<file path="src/rtl/pipe_ctrl_unit_if.sv">
// rtl/pipe_ctrl_unit_if.sv - hazard/redirect signal bundle between datapath and pipeline controller
interface pipe_ctrl_unit_if #(
    parameter int NSTAGE = 5,
    parameter int AW     = 32
);
    logic [NSTAGE-1:0] stall_req;
    logic              exc_valid;
    logic              exc_is_int;
    logic              exc_is_eret;
    logic [AW-1:0]     epc;
    logic              mem_busy;
    logic              br_mispredict;
    logic [AW-1:0]     br_target;
    logic              id_jmp;
    logic [AW-1:0]     jmp_target;
    logic              bp_taken;
    logic [AW-1:0]     bp_target;
    logic              ex_is_load;
    logic [4:0]        ex_rd;
    logic [4:0]        id_rs;
    logic [4:0]        id_rt;

    logic [NSTAGE-1:0] stage_stall;
    logic [NSTAGE-1:0] stage_flush;
    logic              redirect_valid;
    logic [AW-1:0]     redirect_pc;
    logic [2:0]        redirect_src;
    logic              except_handle;
    logic              stall_timeout;

    modport master (
        output stall_req, exc_valid, exc_is_int, exc_is_eret, epc, mem_busy,
               br_mispredict, br_target, id_jmp, jmp_target, bp_taken, bp_target,
               ex_is_load, ex_rd, id_rs, id_rt,
        input  stage_stall, stage_flush, redirect_valid, redirect_pc, redirect_src,
               except_handle, stall_timeout
    );

    modport slave (
        input  stall_req, exc_valid, exc_is_int, exc_is_eret, epc, mem_busy,
               br_mispredict, br_target, id_jmp, jmp_target, bp_taken, bp_target,
               ex_is_load, ex_rd, id_rs, id_rt,
        output stage_stall, stage_flush, redirect_valid, redirect_pc, redirect_src,
               except_handle, stall_timeout
    );
endinterface

</file>
<file path="src/rtl/pipe_ctrl_unit.sv">
// rtl/pipe_ctrl_unit.sv - pipeline stall/flush, PC redirect, exception FSM and stall watchdog
module pipe_ctrl_unit #(
    parameter int             NSTAGE       = 5,
    parameter int             COMMIT_STAGE = 3,
    parameter int             BR_STAGE     = 3,
    parameter int             LU_BUBBLES   = 1,
    parameter int             DRAIN_MAX    = 16,
    parameter int             WDOG_MAX     = 1024,
    parameter int             AW           = 32,
    parameter logic [AW-1:0]  EXC_VECTOR   = 32'hBFC00380
) (
    input  logic               i_clk,
    input  logic               i_reset,
    pipe_ctrl_unit_if.slave    bus
);

    localparam int LW = (LU_BUBBLES > 0) ? $clog2(LU_BUBBLES + 1) : 1;
    localparam int DW = (DRAIN_MAX > 1) ? $clog2(DRAIN_MAX) : 1;
    localparam int WW = (WDOG_MAX > 0) ? $clog2(WDOG_MAX + 1) : 1;

    function automatic logic [NSTAGE-1:0] range_mask(input int lo, input int hi);
        logic [NSTAGE-1:0] m;
        m = '0;
        for (int i = 0; i < NSTAGE; i++) begin
            if (i >= lo && i <= hi) m[i] = 1'b1;
        end
        return m;
    endfunction

    localparam logic [NSTAGE-1:0] M_ALL        = '1;
    localparam logic [NSTAGE-1:0] M_TAKE_FLUSH = range_mask(1, COMMIT_STAGE);
    localparam logic [NSTAGE-1:0] M_TAKE_STALL = range_mask(COMMIT_STAGE + 1, COMMIT_STAGE + 1);
    localparam logic [NSTAGE-1:0] M_MISP_FLUSH = range_mask(1, BR_STAGE - 1);
    localparam logic [NSTAGE-1:0] M_BUB_STALL  = range_mask(0, 1);
    localparam logic [NSTAGE-1:0] M_BUB_FLUSH  = range_mask(2, 2);
    localparam logic [NSTAGE-1:0] M_DRN_STALL  = range_mask(0, 0);
    localparam logic [NSTAGE-1:0] M_DRN_FLUSH  = range_mask(1, 1);

    localparam logic [2:0] SRC_SEQ  = 3'd0;
    localparam logic [2:0] SRC_EXC  = 3'd1;
    localparam logic [2:0] SRC_ERET = 3'd2;
    localparam logic [2:0] SRC_MISP = 3'd3;
    localparam logic [2:0] SRC_JMP  = 3'd4;
    localparam logic [2:0] SRC_BP   = 3'd5;

    typedef enum logic [1:0] {S_IDLE, S_DRAIN, S_TAKE} state_t;

    state_t            r_state;
    logic [LW-1:0]     r_lu_cnt;
    logic [DW-1:0]     r_drain_cnt;
    logic [WW-1:0]     r_wdog_cnt;
    logic              r_timeout;

    state_t            w_state_nxt;
    logic [LW-1:0]     w_lu_nxt;
    logic [DW-1:0]     w_drain_nxt;
    logic [WW-1:0]     w_wdog_nxt;
    logic              w_wdog_hit;
    logic              w_hazard;
    logic [NSTAGE-1:0] w_req_stall;
    logic [NSTAGE-1:0] w_req_flush;
    logic [NSTAGE-1:0] w_stall;
    logic [NSTAGE-1:0] w_flush;
    logic              w_rv;
    logic [AW-1:0]     w_rpc;
    logic [2:0]        w_rsrc;
    logic              w_exh;

    assign w_hazard = bus.ex_is_load && (bus.ex_rd != 5'd0) &&
                      ((bus.ex_rd == bus.id_rs) || (bus.ex_rd == bus.id_rt));

    // Last set bit wins in the scan, so the mask follows the highest requesting stage.
    always_comb begin
        w_req_stall = '0;
        w_req_flush = '0;
        for (int i = 0; i < NSTAGE; i++) begin
            if (bus.stall_req[i]) begin
                w_req_stall = range_mask(0, i);
                w_req_flush = range_mask(i + 1, i + 1);
            end
        end
    end

    always_comb begin
        w_state_nxt = r_state;
        w_lu_nxt    = r_lu_cnt;
        w_drain_nxt = r_drain_cnt;
        w_stall     = '0;
        w_flush     = '0;
        w_rv        = 1'b0;
        w_rpc       = '0;
        w_rsrc      = SRC_SEQ;
        w_exh       = 1'b0;

        case (r_state)
            S_TAKE: begin
                w_rv        = 1'b1;
                w_exh       = 1'b1;
                w_flush     = M_TAKE_FLUSH;
                w_stall     = M_TAKE_STALL;
                w_lu_nxt    = '0;
                w_state_nxt = S_IDLE;
                if (bus.exc_is_eret) begin
                    w_rpc  = bus.epc;
                    w_rsrc = SRC_ERET;
                end else begin
                    w_rpc  = EXC_VECTOR;
                    w_rsrc = SRC_EXC;
                end
            end
            S_DRAIN: begin
                w_stall  = M_DRN_STALL;
                w_flush  = M_DRN_FLUSH;
                w_lu_nxt = '0;
                if (!bus.exc_valid) begin
                    w_state_nxt = S_IDLE;
                end else if (!bus.mem_busy || r_drain_cnt == DW'(DRAIN_MAX - 1)) begin
                    w_state_nxt = S_TAKE;
                end else begin
                    w_drain_nxt = r_drain_cnt + 1'b1;
                end
            end
            default: begin
                if (|bus.stall_req) begin
                    w_stall  = w_req_stall;
                    w_flush  = w_req_flush;
                    w_lu_nxt = '0;
                end else if (bus.exc_valid) begin
                    w_lu_nxt = '0;
                    // Interrupts wait for the outstanding memory op; the front end keeps bubbling meanwhile.
                    if (bus.exc_is_int && bus.mem_busy) begin
                        w_stall     = M_DRN_STALL;
                        w_flush     = M_DRN_FLUSH;
                        w_drain_nxt = '0;
                        w_state_nxt = S_DRAIN;
                    end else begin
                        w_stall     = M_ALL;
                        w_state_nxt = S_TAKE;
                    end
                end else if (bus.br_mispredict) begin
                    w_rv     = 1'b1;
                    w_rpc    = bus.br_target;
                    w_rsrc   = SRC_MISP;
                    w_flush  = M_MISP_FLUSH;
                    w_lu_nxt = '0;
                end else if (bus.id_jmp) begin
                    w_rv     = 1'b1;
                    w_rpc    = bus.jmp_target;
                    w_rsrc   = SRC_JMP;
                    w_lu_nxt = '0;
                end else if (bus.bp_taken) begin
                    w_rv     = 1'b1;
                    w_rpc    = bus.bp_target;
                    w_rsrc   = SRC_BP;
                    w_lu_nxt = '0;
                end else if (r_lu_cnt != '0) begin
                    w_stall  = M_BUB_STALL;
                    w_flush  = M_BUB_FLUSH;
                    w_lu_nxt = r_lu_cnt - 1'b1;
                end else if (w_hazard) begin
                    // The detecting cycle is itself the first bubble.
                    w_stall  = M_BUB_STALL;
                    w_flush  = M_BUB_FLUSH;
                    w_lu_nxt = LW'(LU_BUBBLES - 1);
                end
            end
        endcase

        if (i_reset) begin
            w_stall = '0;
            w_flush = M_ALL;
            w_rv    = 1'b0;
            w_rpc   = '0;
            w_rsrc  = SRC_SEQ;
            w_exh   = 1'b0;
        end
    end

    always_comb begin
        w_wdog_nxt = '0;
        if (WDOG_MAX != 0 && |w_stall) begin
            w_wdog_nxt = (r_wdog_cnt == WW'(WDOG_MAX)) ? r_wdog_cnt : r_wdog_cnt + 1'b1;
        end
        w_wdog_hit = (WDOG_MAX != 0) && (w_wdog_nxt == WW'(WDOG_MAX));
    end

    always_ff @(posedge i_clk) begin
        if (i_reset) begin
            r_state     <= S_IDLE;
            r_lu_cnt    <= '0;
            r_drain_cnt <= '0;
            r_wdog_cnt  <= '0;
            r_timeout   <= 1'b0;
        end else begin
            r_state     <= w_state_nxt;
            r_lu_cnt    <= w_lu_nxt;
            r_drain_cnt <= w_drain_nxt;
            r_wdog_cnt  <= w_wdog_nxt;
            if (w_wdog_hit) r_timeout <= 1'b1;
        end
    end

    assign bus.stage_stall    = w_stall;
    assign bus.stage_flush    = w_flush;
    assign bus.redirect_valid = w_rv;
    assign bus.redirect_pc    = w_rpc;
    assign bus.redirect_src   = w_rsrc;
    assign bus.except_handle  = w_exh;
    assign bus.stall_timeout  = r_timeout;

endmodule

</file>
<file path="src/flat_wrapper.sv">
// flat-port wrapper written by rule: the top's interface ports become plain ports
module pipe_ctrl_unit_flat 
#(
    parameter int             NSTAGE       = 5,
    parameter int             COMMIT_STAGE = 3,
    parameter int             BR_STAGE     = 3,
    parameter int             LU_BUBBLES   = 1,
    parameter int             DRAIN_MAX    = 16,
    parameter int             WDOG_MAX     = 1024,
    parameter int             AW           = 32,
    parameter logic [AW-1:0]  EXC_VECTOR   = 32'hBFC00380
)
  (i_clk, i_reset, bus_stall_req, bus_exc_valid, bus_exc_is_int, bus_exc_is_eret, bus_epc, bus_mem_busy, bus_br_mispredict, bus_br_target, bus_id_jmp, bus_jmp_target, bus_bp_taken, bus_bp_target, bus_ex_is_load, bus_ex_rd, bus_id_rs, bus_id_rt, bus_stage_stall, bus_stage_flush, bus_redirect_valid, bus_redirect_pc, bus_redirect_src, bus_except_handle, bus_stall_timeout);
  pipe_ctrl_unit_if #(.NSTAGE(NSTAGE), .AW(AW)) bus_i ();
  input  logic i_clk;
  input  logic i_reset;
  input wire logic [$bits(bus_i.stall_req)-1:0] bus_stall_req;
  input wire logic [$bits(bus_i.exc_valid)-1:0] bus_exc_valid;
  input wire logic [$bits(bus_i.exc_is_int)-1:0] bus_exc_is_int;
  input wire logic [$bits(bus_i.exc_is_eret)-1:0] bus_exc_is_eret;
  input wire logic [$bits(bus_i.epc)-1:0] bus_epc;
  input wire logic [$bits(bus_i.mem_busy)-1:0] bus_mem_busy;
  input wire logic [$bits(bus_i.br_mispredict)-1:0] bus_br_mispredict;
  input wire logic [$bits(bus_i.br_target)-1:0] bus_br_target;
  input wire logic [$bits(bus_i.id_jmp)-1:0] bus_id_jmp;
  input wire logic [$bits(bus_i.jmp_target)-1:0] bus_jmp_target;
  input wire logic [$bits(bus_i.bp_taken)-1:0] bus_bp_taken;
  input wire logic [$bits(bus_i.bp_target)-1:0] bus_bp_target;
  input wire logic [$bits(bus_i.ex_is_load)-1:0] bus_ex_is_load;
  input wire logic [$bits(bus_i.ex_rd)-1:0] bus_ex_rd;
  input wire logic [$bits(bus_i.id_rs)-1:0] bus_id_rs;
  input wire logic [$bits(bus_i.id_rt)-1:0] bus_id_rt;
  output wire logic [$bits(bus_i.stage_stall)-1:0] bus_stage_stall;
  output wire logic [$bits(bus_i.stage_flush)-1:0] bus_stage_flush;
  output wire logic [$bits(bus_i.redirect_valid)-1:0] bus_redirect_valid;
  output wire logic [$bits(bus_i.redirect_pc)-1:0] bus_redirect_pc;
  output wire logic [$bits(bus_i.redirect_src)-1:0] bus_redirect_src;
  output wire logic [$bits(bus_i.except_handle)-1:0] bus_except_handle;
  output wire logic [$bits(bus_i.stall_timeout)-1:0] bus_stall_timeout;
  assign bus_i.stall_req = bus_stall_req;
  assign bus_i.exc_valid = bus_exc_valid;
  assign bus_i.exc_is_int = bus_exc_is_int;
  assign bus_i.exc_is_eret = bus_exc_is_eret;
  assign bus_i.epc = bus_epc;
  assign bus_i.mem_busy = bus_mem_busy;
  assign bus_i.br_mispredict = bus_br_mispredict;
  assign bus_i.br_target = bus_br_target;
  assign bus_i.id_jmp = bus_id_jmp;
  assign bus_i.jmp_target = bus_jmp_target;
  assign bus_i.bp_taken = bus_bp_taken;
  assign bus_i.bp_target = bus_bp_target;
  assign bus_i.ex_is_load = bus_ex_is_load;
  assign bus_i.ex_rd = bus_ex_rd;
  assign bus_i.id_rs = bus_id_rs;
  assign bus_i.id_rt = bus_id_rt;
  assign bus_stage_stall = bus_i.stage_stall;
  assign bus_stage_flush = bus_i.stage_flush;
  assign bus_redirect_valid = bus_i.redirect_valid;
  assign bus_redirect_pc = bus_i.redirect_pc;
  assign bus_redirect_src = bus_i.redirect_src;
  assign bus_except_handle = bus_i.except_handle;
  assign bus_stall_timeout = bus_i.stall_timeout;
  pipe_ctrl_unit #(.NSTAGE(NSTAGE), .COMMIT_STAGE(COMMIT_STAGE), .BR_STAGE(BR_STAGE), .LU_BUBBLES(LU_BUBBLES), .DRAIN_MAX(DRAIN_MAX), .WDOG_MAX(WDOG_MAX), .AW(AW), .EXC_VECTOR(EXC_VECTOR)) u_core (.i_clk(i_clk), .i_reset(i_reset), .bus(bus_i));
endmodule
</file>
<file path="config.mk">
export PLATFORM = sky130hd
export DESIGN_NAME = pipe_ctrl_unit_flat
export DESIGN_NICKNAME = d
export VERILOG_FILES = /design/src/rtl/pipe_ctrl_unit_if.sv /design/src/rtl/pipe_ctrl_unit.sv /design/src/flat_wrapper.sv
export SDC_FILE = /design/constraint.sdc
export NUM_CORES = 1
export LEC_CHECK = 0
export BUFFER_PORTS_ARGS = -buffer_cell sky130_fd_sc_hd__buf_2
export CORE_MARGIN = 2
export CORE_UTILIZATION = 44
export CTS_BUF_LIST = sky130_fd_sc_hd__clkbuf_8
export DETAILED_ROUTE_END_ITERATION = 16
export GPL_TIMING_DRIVEN = 0
export MAX_ROUTING_LAYER = met4
export PLACE_DENSITY = 0.88
export SLEW_MARGIN = 20
export SYNTH_ARGS = -nofsm -noshare
export SYNTH_HDL_FRONTEND = slang
export SYNTH_SLANG_ARGS = --single-unit
export TNS_END_PERCENT = 20
</file>
<file path="constraint.sdc">
create_clock -name i_clk -period 3.1 [get_ports i_clk]
set_input_delay 0.155 -clock i_clk [delete_from_list [all_inputs] [get_ports i_clk]]
set_output_delay 0.155 -clock i_clk [all_outputs]
set_load 0.01 [all_outputs]
</file>
==> out/results.ini <==
[status]
status = finished, final reports clean

[drt]
firstDrtPassIters = 6
route.detailed.drc = 0
routed_wl_um = 11000
via_count = 3835
via_per_inst = 5.74
final_antenna_net_count = 0
drt-wirelength-per-cell_um = 16.4
drt-initial-drc-count = 343

[placed_design]
placed_area_um2 = 3620
hpwlAfterDp_um = 9080
place_inst = 664
gp_congestion = 1.02
portBuffers = 203

[layout]
fin_cells = 668
drive_gt1_share_pct = 39.4
nNetsFinal = 760
final_common_cell = buf_2
finish.instance_area_um2 = 3660
regArea_um2 = 380
fillers = 528
multi_input_area_um2 = 1940
num_antenna_cells = 0
area_growth_pct = 46.0
layout_common_cells = 203 x buf_2, 54 x nand2_1, 53 x a22oi_1

[synth]
synth_fp_nets = 552
yosys_warnings = 0
yosysSeqAreaShare_pct = 15.2
synth_seq_cells = 19
synth_area_leaders = a22oi_1 16%, dfxtp_1 15%, o21ai_0 10%
ys_async_sr_fraction_pct = 0
syn-instance-count = 389
ys.flop_type = dfxtp_1
synth_edf_count = 0
synth_top_area_cell = a22oi_1
ys_types = 51
avgSynthCellArea_um2 = 6.45
netlist.area_leader.share_pct = 15.9
netlist_area_um2 = 2510

[cts]
htreeDepth = 1
cts_buffer_depth = 2
clock-root-buffer = clkbuf_8
clock_sinks = 19
clock_latency_ns = 0.26
path_clk_slew_ns = 0.07
cts_made_buffers = 3
cts_tree = done

[sta]
finalClockSkew_ns = 0.00324
setup_viol = 0
fin_crit_sh_pct = 93.3
worst_slew_pin_slew_ns = 0.752
slew_violations = 0
tns_ns = 0
rsz0062_at_grt = false
hold_violations = 0
max_freq_mhz = 346
fin_crit_ns = 2.89
maxSlewHeadroom_pct = 49.5

[pwr]
total_power_uw = 868
leakagePower_nw = 1.72
pwr_density_cell_nw_per_um2 = 237
ir_worst_vdd_mv = 0.214

[die]
core_um2 = 5510
start_util_pct = 45.6
die_w_um = 79.5
rows = 27
dieArea_um2 = 6320
fp.dieH_um = 79.5
ioPinCount = 206

[worst_setup_path]
reg2reg_from = u_core.r_state[0]$_SDFFE_PP0P_
crit_fanout = 10
cp.arrival_ns = 2.74
end_kind = primary output
start_kind = register
criticalPathCategory = register to primary output
cp-startpoint = u_core.r_state[0]$_SDFFE_PP0P_
critPathRequiredTime_ns = 2.94

[flow_run]
cap_violations = 0

[global_route]
track_usage_pct = 34.1
grt_max_degree = 11
globalRouteOverflowTotal = 0
grt_pass1_vias = 3492
antenna_found_initial = 0
grt_pass1_wl_um = 16600

[hold_path]
worstHoldStart = bus_exc_is_int
hp-class = input pin to register

cells in the mapped netlist (3+ instances only):
cell type  instances
xor2_1            13
and3_1             3
nor2_2            11
nor2_1            36
inv_1             10
nand3_1            7
o21ai_0           52
or3_1              4
nand2_1           54
nor4_1             5
dfxtp_1           19
clkbuf_1          26
ha_1               5
nor3_1             8
xnor2_1            5
nor2b_1            4
a22oi_1           53
a21oi_1           28
a211oi_1           3
where the power goes:
group,switching [mW],internal [mW],leakage (nW)
Clock,0.0870,0.0883,0.0269
Sequential,0.0195,0.262,0.154
Combinational,0.223,0.188,1.54
metrics by stage:
step,setup WS (ns),utilization (%),hold WS (ns)
after floorplan,1.06,-,0.402
after global placement,0.604,65.7,0.459
after detailed placement,0.530,65.7,0.474
after CTS,0.243,66.5,0.341
after global routing,0.0219,66.5,0.408
final,0.209,66.5,0.334
flip-flops by register name, indices dropped and copies added, names as in the netlist:
| name | cells |
|---|---|
| u_core.bus.stall_timeout | 1 |
| u_core.r_drain_cnt | 4 |
| u_core.r_state | 2 |
| u_core.r_wdog_cnt | 11 |
| u_core.r_lu_cnt | 1 |
per-layer routing:
metal	up-vias	part of all wire [%]	track usage, %
li1	1830	-	-
met1	1722	40	42.7
met2	260	47	57.1
met3	23	11	5.77
met4	0	2.4	8.62
met5	-	0	-
cell type report:
type / count / share of cell area (%)
buffer: 33 / 4.20
clock buffer: 3 / 1.13
clock inverter: 1 / 0.102
inverter: 10 / 1.02
multi-input combinational: 327 / 53.0
sequential: 19 / 10.4
tap: 72 / 2.46
timing repair buffer: 203 / 27.7
critical path, cell delays in order (launching register included):
cell and delay, ns:
dfxtp_1 0.36, inv_1 0.05, ha_1 0.30, inv_1 0.10, nor4_4 0.69, clkbuf_1 0.40, a22oi_1 0.13, nor2_1 0.24
buf_2 0.19
what timing repair did:
action,4_1_cts,5_1_grt
buffers inserted,0,0
setup endpoints to repair,0,1
endpoints found under the hold margin,0,0
hold buffers,0,0
gates resized for setup,0,1
cell families after synthesis:
family	share of synthesized area, %
adders and majority gates	2.49
other	0.149
and+or+nand+nor	29.8
buffers and inverters	7.63
DFF	15.2
AOI/OAI and AO/OA	38.5
xor gates and xnor gates	6.28
path summary, 6_finish.rpt:
| check | to | slack [ns] | cells past startpoint |
|---|---|---|---|
| worst max register to register | u_core.r_wdog_cnt[8]$_SDFF_PP0_ | 0.74 | 9 |
| worst min register to register | u_core.r_state[0]$_SDFFE_PP0P_ | 0.48 | 2 |
| worst max-delay path | bus_redirect_pc[30] | 0.21 | 8 |
| worst min-delay path | u_core.r_state[0]$_SDFFE_PP0P_ | 0.33 | 4 |
(Power assumes the default switching activity.)
